$ cat src/rtl/keypad_scanner_n.sv
// Row-scanning keypad controller: drives one row at a time, samples the synchronized
// active-low columns, debounces presses and releases, and reports the accepted key code.
module keypad_scanner_n #(
  parameter int NROWS           = 4,
  parameter int NCOLS           = 4,
  parameter int SCAN_DWELL      = 4,
  parameter int DEBOUNCE_CYCLES = 4,
  localparam int CODE_W         = $clog2(NROWS * NCOLS)
) (
  input  logic              clk,
  input  logic              reset,
  input  logic [NCOLS-1:0]  columns,
  output logic [NROWS-1:0]  rows,
  output logic [CODE_W-1:0] key_code,
  output logic              key_valid,
  output logic              key_held
);

  localparam int ROW_W   = $clog2(NROWS);
  localparam int COL_W   = $clog2(NCOLS);
  localparam int DWELL_W = $clog2(SCAN_DWELL);
  localparam int DEB_W   = $clog2(DEBOUNCE_CYCLES + 1);

  typedef enum logic [1:0] {
    ST_SCAN     = 2'd0,
    ST_DEBOUNCE = 2'd1,
    ST_HELD     = 2'd2,
    ST_RELEASE  = 2'd3
  } state_t;

  state_t              state_q, state_d;
  logic [NCOLS-1:0]    sync1_q, sync1_d;
  logic [NCOLS-1:0]    sync2_q, sync2_d;
  logic [ROW_W-1:0]    row_q, row_d;
  logic [DWELL_W-1:0]  dwell_q, dwell_d;
  logic [DEB_W-1:0]    deb_q, deb_d;
  logic [COL_W-1:0]    col_q, col_d;
  logic [CODE_W-1:0]   key_code_q, key_code_d;
  logic                key_valid_q, key_valid_d;

  logic [NCOLS-1:0]    csync;
  logic [NCOLS-1:0]    lat_pat;
  logic [COL_W-1:0]    hit_col;
  logic                seen_one, seen_many, one_low;
  logic                col_high;
  logic [ROW_W-1:0]    next_row;

  assign csync = sync2_q;

  // Classify the synchronized columns and build the pattern expected for the latched column.
  always_comb begin
    seen_one  = 1'b0;
    seen_many = 1'b0;
    hit_col   = '0;
    lat_pat   = '1;
    for (int c = 0; c < NCOLS; c++) begin
      if (!csync[NCOLS-1-c]) begin
        if (seen_one) seen_many = 1'b1;
        seen_one = 1'b1;
        hit_col  = COL_W'(c);
      end
      if (col_q == COL_W'(c)) lat_pat[NCOLS-1-c] = 1'b0;
    end
    one_low  = seen_one & ~seen_many;
    col_high = |(~lat_pat & csync);
    next_row = (row_q == ROW_W'(NROWS - 1)) ? '0 : row_q + ROW_W'(1);
  end

  always_comb begin
    rows = '0;
    for (int r = 0; r < NROWS; r++) begin
      if (row_q == ROW_W'(r)) rows[NROWS-1-r] = 1'b1;
    end
  end

  always_comb begin
    sync1_d     = columns;
    sync2_d     = sync1_q;
    state_d     = state_q;
    row_d       = row_q;
    dwell_d     = dwell_q;
    deb_d       = deb_q;
    col_d       = col_q;
    key_code_d  = key_code_q;
    key_valid_d = 1'b0;
    case (state_q)
      ST_SCAN: begin
        if (dwell_q == DWELL_W'(SCAN_DWELL - 1)) begin
          dwell_d = '0;
          if (one_low) begin
            state_d = ST_DEBOUNCE;
            col_d   = hit_col;
            deb_d   = '0;
          end else begin
            row_d = next_row;
          end
        end else begin
          dwell_d = dwell_q + DWELL_W'(1);
        end
      end
      // Counter reaches DEBOUNCE_CYCLES after that many matches; the commit happens one
      // cycle later, so key_valid lands DEBOUNCE_CYCLES+1 cycles after the scan sample.
      ST_DEBOUNCE: begin
        if (csync != lat_pat) begin
          state_d = ST_SCAN;
          row_d   = next_row;
          dwell_d = '0;
        end else if (deb_q == DEB_W'(DEBOUNCE_CYCLES)) begin
          state_d     = ST_HELD;
          deb_d       = '0;
          key_valid_d = 1'b1;
          key_code_d  = CODE_W'(row_q) * CODE_W'(NCOLS) + CODE_W'(col_q);
        end else begin
          deb_d = deb_q + DEB_W'(1);
        end
      end
      ST_HELD: begin
        if (col_high) begin
          state_d = ST_RELEASE;
          deb_d   = '0;
        end
      end
      ST_RELEASE: begin
        if (!col_high) begin
          state_d = ST_HELD;
          deb_d   = '0;
        end else if (deb_q == DEB_W'(DEBOUNCE_CYCLES - 1)) begin
          state_d = ST_SCAN;
          row_d   = next_row;
          dwell_d = '0;
          deb_d   = '0;
        end else begin
          deb_d = deb_q + DEB_W'(1);
        end
      end
      default: begin
        state_d = ST_SCAN;
      end
    endcase
  end

  always_ff @(posedge clk or negedge reset) begin
    if (!reset) begin
      state_q     <= ST_SCAN;
      sync1_q     <= '1;
      sync2_q     <= '1;
      row_q       <= '0;
      dwell_q     <= '0;
      deb_q       <= '0;
      col_q       <= '0;
      key_code_q  <= '0;
      key_valid_q <= 1'b0;
    end else begin
      state_q     <= state_d;
      sync1_q     <= sync1_d;
      sync2_q     <= sync2_d;
      row_q       <= row_d;
      dwell_q     <= dwell_d;
      deb_q       <= deb_d;
      col_q       <= col_d;
      key_code_q  <= key_code_d;
      key_valid_q <= key_valid_d;
    end
  end

  assign key_code  = key_code_q;
  assign key_valid = key_valid_q;
  assign key_held  = (state_q == ST_HELD) || (state_q == ST_RELEASE);

endmodule

$ cat config.mk
export PLATFORM = sky130hd
export DESIGN_NAME = keypad_scanner_n
export DESIGN_NICKNAME = d
export VERILOG_FILES = /design/src/rtl/keypad_scanner_n.sv
export SDC_FILE = /design/constraint.sdc
export NUM_CORES = 1
export LEC_CHECK = 0
export BUFFER_PORTS_ARGS = -buffer_cell sky130_fd_sc_hd__clkbuf_2
export CAP_MARGIN = 20
export CORE_MARGIN = 5
export CORE_UTILIZATION = 53
export CTS_BUF_LIST = sky130_fd_sc_hd__clkbuf_4 sky130_fd_sc_hd__clkbuf_8
export DETAILED_ROUTE_END_ITERATION = 12
export PLACE_DENSITY_LB_ADDON = 0.05
export SLEW_MARGIN = 20
export SYNTH_ARGS = -nofsm -noshare
export SYNTH_HDL_FRONTEND = slang
export SYNTH_SLANG_ARGS = --single-unit
$ cat constraint.sdc
create_clock -name clk -period 1.9 [get_ports clk]
set_input_delay 0.095 -clock clk [delete_from_list [all_inputs] [get_ports clk]]
set_output_delay 0.095 -clock clk [all_outputs]
set_load 0.02 [all_outputs]
==> reports/results.tsv, run 1 <==
metric	value	unit
diode count	0	
drc violations	0	
full die area	0.00333	sq mm
Avg Cell Area, Syn	11.6	sq um
pre-CTS WS	-0.195	ns
Synth Cell Area	0.00120	sq mm
Initial DRC Count	18	
R2R setup slack	-0.19	ns
CP startpoint kind	register	
fin. max-slew vios	0	
final instance area	0.00157	sq mm
die width	57.7	um
Reg2Reg Depth	7	
Clock Latency Late Sink	0.32	ns
clock transition at the registers of the reported paths	0.13	ns
Antenna Nets Post-Route	0	
total CTS buffers	3	
H-tree lvl count	1	
number of library cell types mapped by synthesis	34	
GRT Residual Overflow	0	
status	finished with violations	
largest net degree at the start of global routing	25	
RSZ-0062 raised after global routing	true	
gr usage total	16.3	%
top cells by area, synth	dfrtp_1, dfstp_2, ha_1	
placement row count	17	
worst setup path end	row_q[0]$_DFFE_PN0P_	
root buffer cell	clkbuf_4	
LEAKAGE	0.751	nW
post-synthesis simple-gate area fraction	13.6	%
reg2reg end	row_q[0]$_DFFE_PN0P_	
vias in the first global route	911	
Synth Area in XOR/XNOR	0.727	%
Synth top area share	33.2	%
# IOs	16	
synth-to-layout area growth	30.4	%
Adder-Cell Fraction of Synth Area	13.5	%
worst r2r src	col_q[1]$_DFFE_PN0P_	
Non-Filler Instances	161	
CTS tree	yes	
Core Box Area	0.00219	sq mm
Final TNS setup	-1.38	ns
Placed Instance Area	0.00134	sq mm
GPL Wtd Cong	0.766	
Worst EP required	2.13	ns
Yosys reg bits	24	
largest family of logic cells by synthesized area	simple AND/OR/NAND/NOR gates	
Max IR drop VDD	0.840	mV
most frequent cells in the layout	dfrtp_1, clkbuf_2, ha_1	
compound-cell area share of the yosys netlist	10.4	%
mux contribution to synthesized area	7.27	%
worst clock skew	0.00119	ns
Arr. time, crit path	2.32	ns
most used flip-flop cell after synthesis	dfrtp_1	
dpl hpwl	1.57	mm
Hold Crit Class	input port to async pin	
average routed wire per standard cell	14.8	um
violated checks	negative setup slack	
area leader, netlist	dfrtp_1	
Power Total	1.78	mW
filler instances	137	
Vias/cell	5.35	
synthesized instance count	104	
dpl cells	148	
die height	57.7	um
DRT Wirelength	2.39	mm
clk buf depth	2	
first-pass GRT wire length	4.13	mm
fmax	478	MHz
Yosys warning total	0	
Port Buffer Count	15	
CP endpoint kind	register	
relative slew slack	62.2	%
layout cell share with drive strength beyond 1	45.1	%
Synth Net Count	123	
crit path from	col_q[1]$_DFFE_PN0P_	
Setup CP Type	register to register	
Post-synth EDFFs	0	
pwr dens	1130	mW/mm^2
clock sinks	24	
final net count	153	
Slew @ Worst Pin	0.566	ns
crit share post-route	110	%
FFs w/ async S/R, synth	100	%
drt pass-1 iters	4	
vias	861	
Max Cap Viol	0	
CP Max Fanout	4	
register area share after synthesis	50.7	%
Fin. Hold Viols	0	
minimum clock period	2.09	ns
Setup-failing EPs final	11	
Initial Utilization	55.0	%
final setup margin	-0.193	ns
initial antenna violation count	0	
synth_stat cells, types with 2 or more instances:
master    count
dfrtp_1      16
ha_1         13
nand2_1       9
dfstp_2       8
inv_1         7
nor2_1        6
o21ai_0       4
mux2_1        3
mux2_2        3
nand3_1       3
nor2b_1       3
a21o_1        2
a21oi_1       2
a22o_1        2
clkbuf_1      2
mux2i_1       2
nand4b_1      2
power by group:
| part | internal, mW | leakage, nW | switching [mW] |
|---|---|---|---|
| Combinational | 0.389 | 0.429 | 0.322 |
| Sequential | 0.599 | 0.294 | 0.0924 |
| Clock | 0.214 | 0.0279 | 0.162 |
worst min-delay path by stage:
stage	from	to	slack (ns)	cells past startpoint
CTS	reset	key_valid$_DFF_PN0_	0.30	2
global placement	reset	key_code[2]$_DFFE_PN0P_	0.11	1
global route	reset	key_valid$_DFF_PN0_	0.33	2
detailed placement	reset	key_valid$_DFF_PN0_	0.12	1
floorplan	reset	col_q[0]$_DFFE_PN0P_	-0.20	0
finish	reset	key_valid$_DFF_PN0_	0.27	2
cell type report:
cell class              count  area (sq um)  area share (%)
clock buffers               3          22.5            1.43
clock inverters             1          30.0            1.91
multi-input cells          69           629            40.0
inverters                   7          26.3            1.67
flip-flops and latches     24           612            38.9
repair buffers             29           216            13.8
well taps                  28          35.0            2.23
timing repair:
item                                    in CTS  in global routing
resized for setup                           21                  3
pin swaps                                    7                  3
buffers inserted                             4                  0
hold buffers                                 5                  0
endpoints found under the setup margin      11                 13
endpoints found under the hold margin       20                  0
registers in the layout, indices dropped and copies added (netlist names):
register	flops
deb_q	3
csync	4
state_q	2
dwell_q	2
key_valid	1
sync1_q	4
col_q	2
key_code	4
row_q	2
per-stage QoR:
step                utilization (%)  hold slack (ns)
global placement               61.1            0.109
global route                   71.7            0.328
detailed placement             61.1            0.116
floorplan                         -           -0.201
CTS                            71.0            0.297
finish                         71.7            0.274
per-layer routing:
layer	routed length, um	track usage [%]	part of all wire (%)
met5	0	0	0
met4	35	5.96	1.5
met3	135	2.45	5.7
met2	1200	29.0	50
met1	1010	19.8	42
cell families (layout without fill, tap and decap cells):
| family | Yosys count | after routing |
|---|---|---|
| AOI/OAI and AO/OA | 17 | 17 |
| xor gates and xnor gates | 1 | 1 |
| adders and majority gates | 13 | 13 |
| buffers and inverters | 11 | 40 |
| DFF | 24 | 24 |
| muxes | 8 | 8 |
| and+or+nand+nor | 30 | 30 |
critical path, stage by stage, from the launching register on:
cell and delay [ns]:
dfrtp_2 0.46, and2_4 0.18, ha_4 0.14, or4_4 0.52, and4_4 0.19, a21oi_2 0.11
o21ai_2 0.09, mux2_4 0.30
Power figures use the tool's default switching activity.
==> inputs of run 2 (changes only) <==
Settings changed: REMOVE_ABC_BUFFERS set to 1.
==> run 2 against run 1 <==
Against the previous run: the run still ends with negative setup slack left; first-iteration DRC count decreased by 67%; combinational power about the same; worst setup slack got worse by 0.024 ns; critical path type unchanged; largest cell class unchanged; wire length decreased by 3.0%; sequential power decreased by 2%; worst hold slack improved by 0.018 ns; largest power group unchanged.
==> reports/results.tsv, run 2 (synthesis gave the netlist of run 1 again) <==
metric	value	unit
minimum clock period	2.12	ns
clk buf depth	2	
Max Cap Viol	0	
Clock Latency Late Sink	0.31	ns
Setup CP Type	register to register	
Initial Utilization	55.0	%
vias	882	
footprint of the multi-input gates	619	sq um
clock sinks	24	
Arr. time, crit path	2.33	ns
Slew @ Worst Pin	0.573	ns
crit share post-route	111	%
Fin. Hold Viols	0	
full die area	0.00333	sq mm
filler instances	161	
die width	57.7	um
most frequent cells in the layout	dfrtp_1, clkbuf_2, buf_4	
dpl hpwl	1.67	mm
CP startpoint kind	register	
relative slew slack	61.8	%
Antenna Nets Post-Route	0	
root buffer cell	clkbuf_4	
DRT Wirelength	2.32	mm
drc violations	0	
GRT Residual Overflow	0	
Core Box Area	0.00219	sq mm
Worst EP required	2.11	ns
Reg area	611	sq um
violated checks	negative setup slack	
synth-to-layout area growth	31.6	%
average routed wire per standard cell	13.9	um
clock transition at the registers of the reported paths	0.13	ns
final net count	158	
vias in the first global route	977	
die height	57.7	um
worst clock skew	0.00134	ns
fin. max-slew vios	0	
# IOs	16	
fmax	472	MHz
Port Buffer Count	15	
dpl cells	155	
Initial DRC Count	6	
Max IR drop VDD	0.845	mV
pwr dens	1100	mW/mm^2
status	finished with violations	
first-pass GRT wire length	4.11	mm
diode count	0	
Vias/cell	5.31	
H-tree lvl count	1	
GPL Wtd Cong	0.880	
initial antenna violation count	0	
Setup-failing EPs final	11	
gr usage total	16.0	%
Power Total	1.75	mW
Non-Filler Instances	166	
CTS tree	yes	
CP Max Fanout	3	
placement row count	17	
RSZ-0062 raised after global routing	true	
LEAKAGE	0.768	nW
Core Util, Final	72.4	%
total CTS buffers	3	
final setup margin	-0.217	ns
Hold Crit Class	input port to async pin	
largest net degree at the start of global routing	25	
layout cell share with drive strength beyond 1	45.7	%
CP endpoint kind	register	
drt pass-1 iters	3	
most common cell after layout, fill and taps aside	dfrtp_1	
pre-CTS WS	-0.199	ns
-- run 2: repair_timing --
item | in CTS | in global routing
resized for setup | 14 | 8
endpoints found under the hold margin | 20 | 0
hold buffers | 5 | 0
setup buffers | 1 | 2
pin swaps | 6 | 3
setup endpoints to repair | 12 | 12
-- run 2: worst paths after layout --
check,start,end,slack [ns],depth (start not counted)
hold reg to reg,sync1_q[0]$_DFF_PN1_,csync[0]$_DFF_PN1_,0.37,0
max in group asynchronous,reset,csync[0]$_DFF_PN1_,1.23,2
hold / removal,reset,key_code[2]$_DFFE_PN0P_,0.29,2
setup reg to reg,col_q[0]$_DFFE_PN0P_,row_q[1]$_DFFE_PN0P_,-0.22,7
min in group clk,sync1_q[0]$_DFF_PN1_,csync[0]$_DFF_PN1_,0.37,0
setup / recovery,col_q[0]$_DFFE_PN0P_,row_q[1]$_DFFE_PN0P_,-0.22,7
-- run 2: per-layer routing --
metal / GRT usage [%] / share of wire (%)
met3: 2.00 / 3.4
met5: 0 / 0
met1: 18.2 / 40
met4: 9.60 / 3.2
met2: 28.4 / 54
-- run 2: worst max-delay path: stages (launching register included) --
cell	delay [ns]
dfrtp_1	0.43
and2_4	0.18
ha_4	0.14
or4_4	0.55
and4_4	0.22
a21oi_2	0.11
o21ai_2	0.09
mux2_4	0.30
-- run 2: area by class of cell --
cell class	instances	share of cell area, %
Sequential cell	24	38.5
Multi-Input combinational cell	69	39.1
Tap cell	28	2.21
Inverter	7	1.66
Timing Repair Buffer	34	15.2
Clock buffer	3	1.42
Clock inverter	1	1.89
-- run 2: power breakdown --
group	leakage (nW)	total [mW]	switching [mW]	internal, mW
sequential	0.295	0.678	0.0810	0.597
combinational	0.446	0.708	0.329	0.378
clock	0.0279	0.366	0.153	0.213
total	0.768	1.75	0.563	1.19
-- run 2: metrics by stage --
step	TNS [ns]	hold WS [ns]	cell area [sq um]
2_1_floorplan	-0.552	-0.201	1180
3_3_place_gp	-1.24	0.110	1390
3_5_place_dp	-1.52	0.122	1390
4_1_cts	-0.978	0.312	1550
5_1_grt	-1.99	0.341	1590
6_report	-1.27	0.292	1590
==> inputs of run 3 (changes only) <==
--- a/config.mk
+++ b/config.mk
@@ -8,5 +8,5 @@
 export BUFFER_PORTS_ARGS = -buffer_cell sky130_fd_sc_hd__clkbuf_2
 export CAP_MARGIN = 20
-export CORE_MARGIN = 5
+export CORE_MARGIN = 2
 export CORE_UTILIZATION = 53
 export CTS_BUF_LIST = sky130_fd_sc_hd__clkbuf_4 sky130_fd_sc_hd__clkbuf_8
==> constraint.sdc (replaced) <==
create_clock -name clk -period 1.9 [get_ports clk]
set_input_delay 0.38 -clock clk [delete_from_list [all_inputs] [get_ports clk]]
set_output_delay 0.38 -clock clk [all_outputs]
set_load 0.02 [all_outputs]
==> run 3 against run 2 <==
Against the previous run: the flow still finishes with violations (negative setup slack); count of clock-buffer cells in the layout is the same; critical endpoint unchanged; cell count is 3.6% lower; largest power group unchanged; largest cell class unchanged; total power decreased by 1.2%; register-to-register slack hardly changed.
==> reports/results.tsv, run 3 (synthesis gave the netlist of run 1 again) <==
metric	value	unit
Antenna Nets Post-Route	0	
final net count	152	
Hold Crit Class	input port to async pin	
Power Total	1.73	mW
average routed wire per standard cell	14.6	um
Port Buffer Count	15	
total CTS buffers	3	
fmax	473	MHz
Vias/cell	5.43	
RSZ-0062 raised after global routing	true	
violated checks	negative setup slack	
layout cell share with drive strength beyond 1	48.5	%
vias	868	
die height	51.7	um
diode count	0	
R2R setup slack	-0.21	ns
drt pass-1 iters	4	
gr usage total	20.5	%
fin. max-slew vios	0	
Reg2Reg Depth	7	
slowest cell on the critical path	or4_4	
Arr. time, crit path	2.33	ns
status	finished with violations	
Fin. Hold Viols	0	
final setup margin	-0.213	ns
worst clock skew	0.00534	ns
most common cell after layout, fill and taps aside	dfrtp_1	
CP Max Fanout	4	
CP endpoint kind	register	
minimum clock period	2.11	ns
CTS tree	yes	
crit path from	col_q[1]$_DFFE_PN0P_	
first-pass GRT wire length	3.83	mm
critical-path cell list	and2_4 > ha_4 > or4_4 > and4_4 > a21oi_2 > o21ai_2 > mux2_4	
DRT Wirelength	2.33	mm
most frequent cells in the layout	dfrtp_1, clkbuf_2, ha_1, buf_4, dfstp_2	
Core Util, Final	70.4	%
final instance area	0.00154	sq mm
CP startpoint kind	register	
Final Hold Slack	0.0337	ns
Initial DRC Count	9	
largest net degree at the start of global routing	25	
crit share post-route	111	%
Slew @ Worst Pin	0.586	ns
footprint of the multi-input gates	634	sq um
filler instances	160	
Setup CP Type	register to register	
Max Cap Viol	0	
Core Box Area	0.00219	sq mm
LEAKAGE	0.739	nW
relative slew slack	60.9	%
largest stage delay on the critical path	0.54	ns
synth-to-layout area growth	28.0	%
die width	51.7	um
Placed Instance Area	0.00139	sq mm
vias in the first global route	868	
Setup-failing EPs final	11	
Initial Utilization	55.0	%
# hold bufs at CTS	0	
Clock Latency Late Sink	0.32	ns
worst r2r src	col_q[1]$_DFFE_PN0P_	
pwr dens	1120	mW/mm^2
clk buf depth	2	
drc violations	0	
GPL Wtd Cong	0.824	
# IOs	16	
Max IR drop VDD	0.846	mV
reg2reg end	row_q[1]$_DFFE_PN0P_	
placement row count	17	
dpl hpwl	1.60	mm
clock transition at the registers of the reported paths	0.13	ns
H-tree lvl count	1	
Worst EP required	2.12	ns
initial antenna violation count	0	
Reg area	611	sq um
clock sinks	24	
GRT Residual Overflow	0	
root buffer cell	clkbuf_4	
full die area	0.00267	sq mm
-- run 3: changes by cell type in the layout (fill, tap and decap cells not counted), sizes merged --
| cell | change |
|---|---|
| buf | -1 |
| dlygate4sd3 | -5 |
-- run 3: worst max path at each step --
stage / slack [ns] / end / cells past startpoint
floorplan: -0.16 / row_q[0]$_DFFE_PN0P_ / 7
global placement: -0.16 / key_code[3]$_DFFE_PN0P_ / 9
detailed placement: -0.20 / key_code[2]$_DFFE_PN0P_ / 9
CTS: -0.19 / row_q[1]$_DFFE_PN0P_ / 7
global route: -0.29 / row_q[1]$_DFFE_PN0P_ / 8
finish: -0.21 / row_q[1]$_DFFE_PN0P_ / 7
-- run 3: worst max-delay path, delay by kind of cell, from the launching register on --
kind	cells	cell delay, ns
AOI/OAI and AO/OA	2	0.20
muxes	1	0.31
adders and majority gates	1	0.14
DFF	1	0.43
and+or+nand+nor	3	0.94
-- run 3: timing repair --
item | CTS | global route
endpoints found under the setup margin | 12 | 13
pin swaps | 7 | 7
setup buffers | 2 | 1
gates resized for setup | 18 | 8
-- run 3: cell type report --
type / instances / area share (%)
clock buffers: 3 / 1.46
inverters: 7 / 1.70
clock inverters: 1 / 1.95
flip-flops and latches: 24 / 39.6
repair buffers: 28 / 11.9
well taps: 28 / 2.27
multi-input cells: 69 / 41.1
-- run 3: per-layer routing --
| layer | up-vias | track usage (%) | part of all wire (%) |
|---|---|---|---|
| met4 | 0 | 14.9 | 3.6 |
| li1 | 417 | - | - |
| met3 | 6 | 4.02 | 3.0 |
| met5 | - | 0 | 0 |
| met2 | 16 | 33.8 | 50 |
| met1 | 429 | 23.5 | 43 |
-- run 3: power breakdown --
group,internal [mW],switching (mW)
Combinational,0.354,0.328
Sequential,0.596,0.0822
Clock,0.213,0.155
-- run 3: through the flow --
stage | TNS (ns) | instances | worst slack [ns]
after floorplan | -0.552 | 100 | -0.155
after global placement | -1.21 | 155 | -0.161
after detailed placement | -1.55 | 155 | -0.195
after CTS | -1.10 | 161 | -0.189
after global routing | -2.22 | 160 | -0.289
final | -1.33 | 160 | -0.213
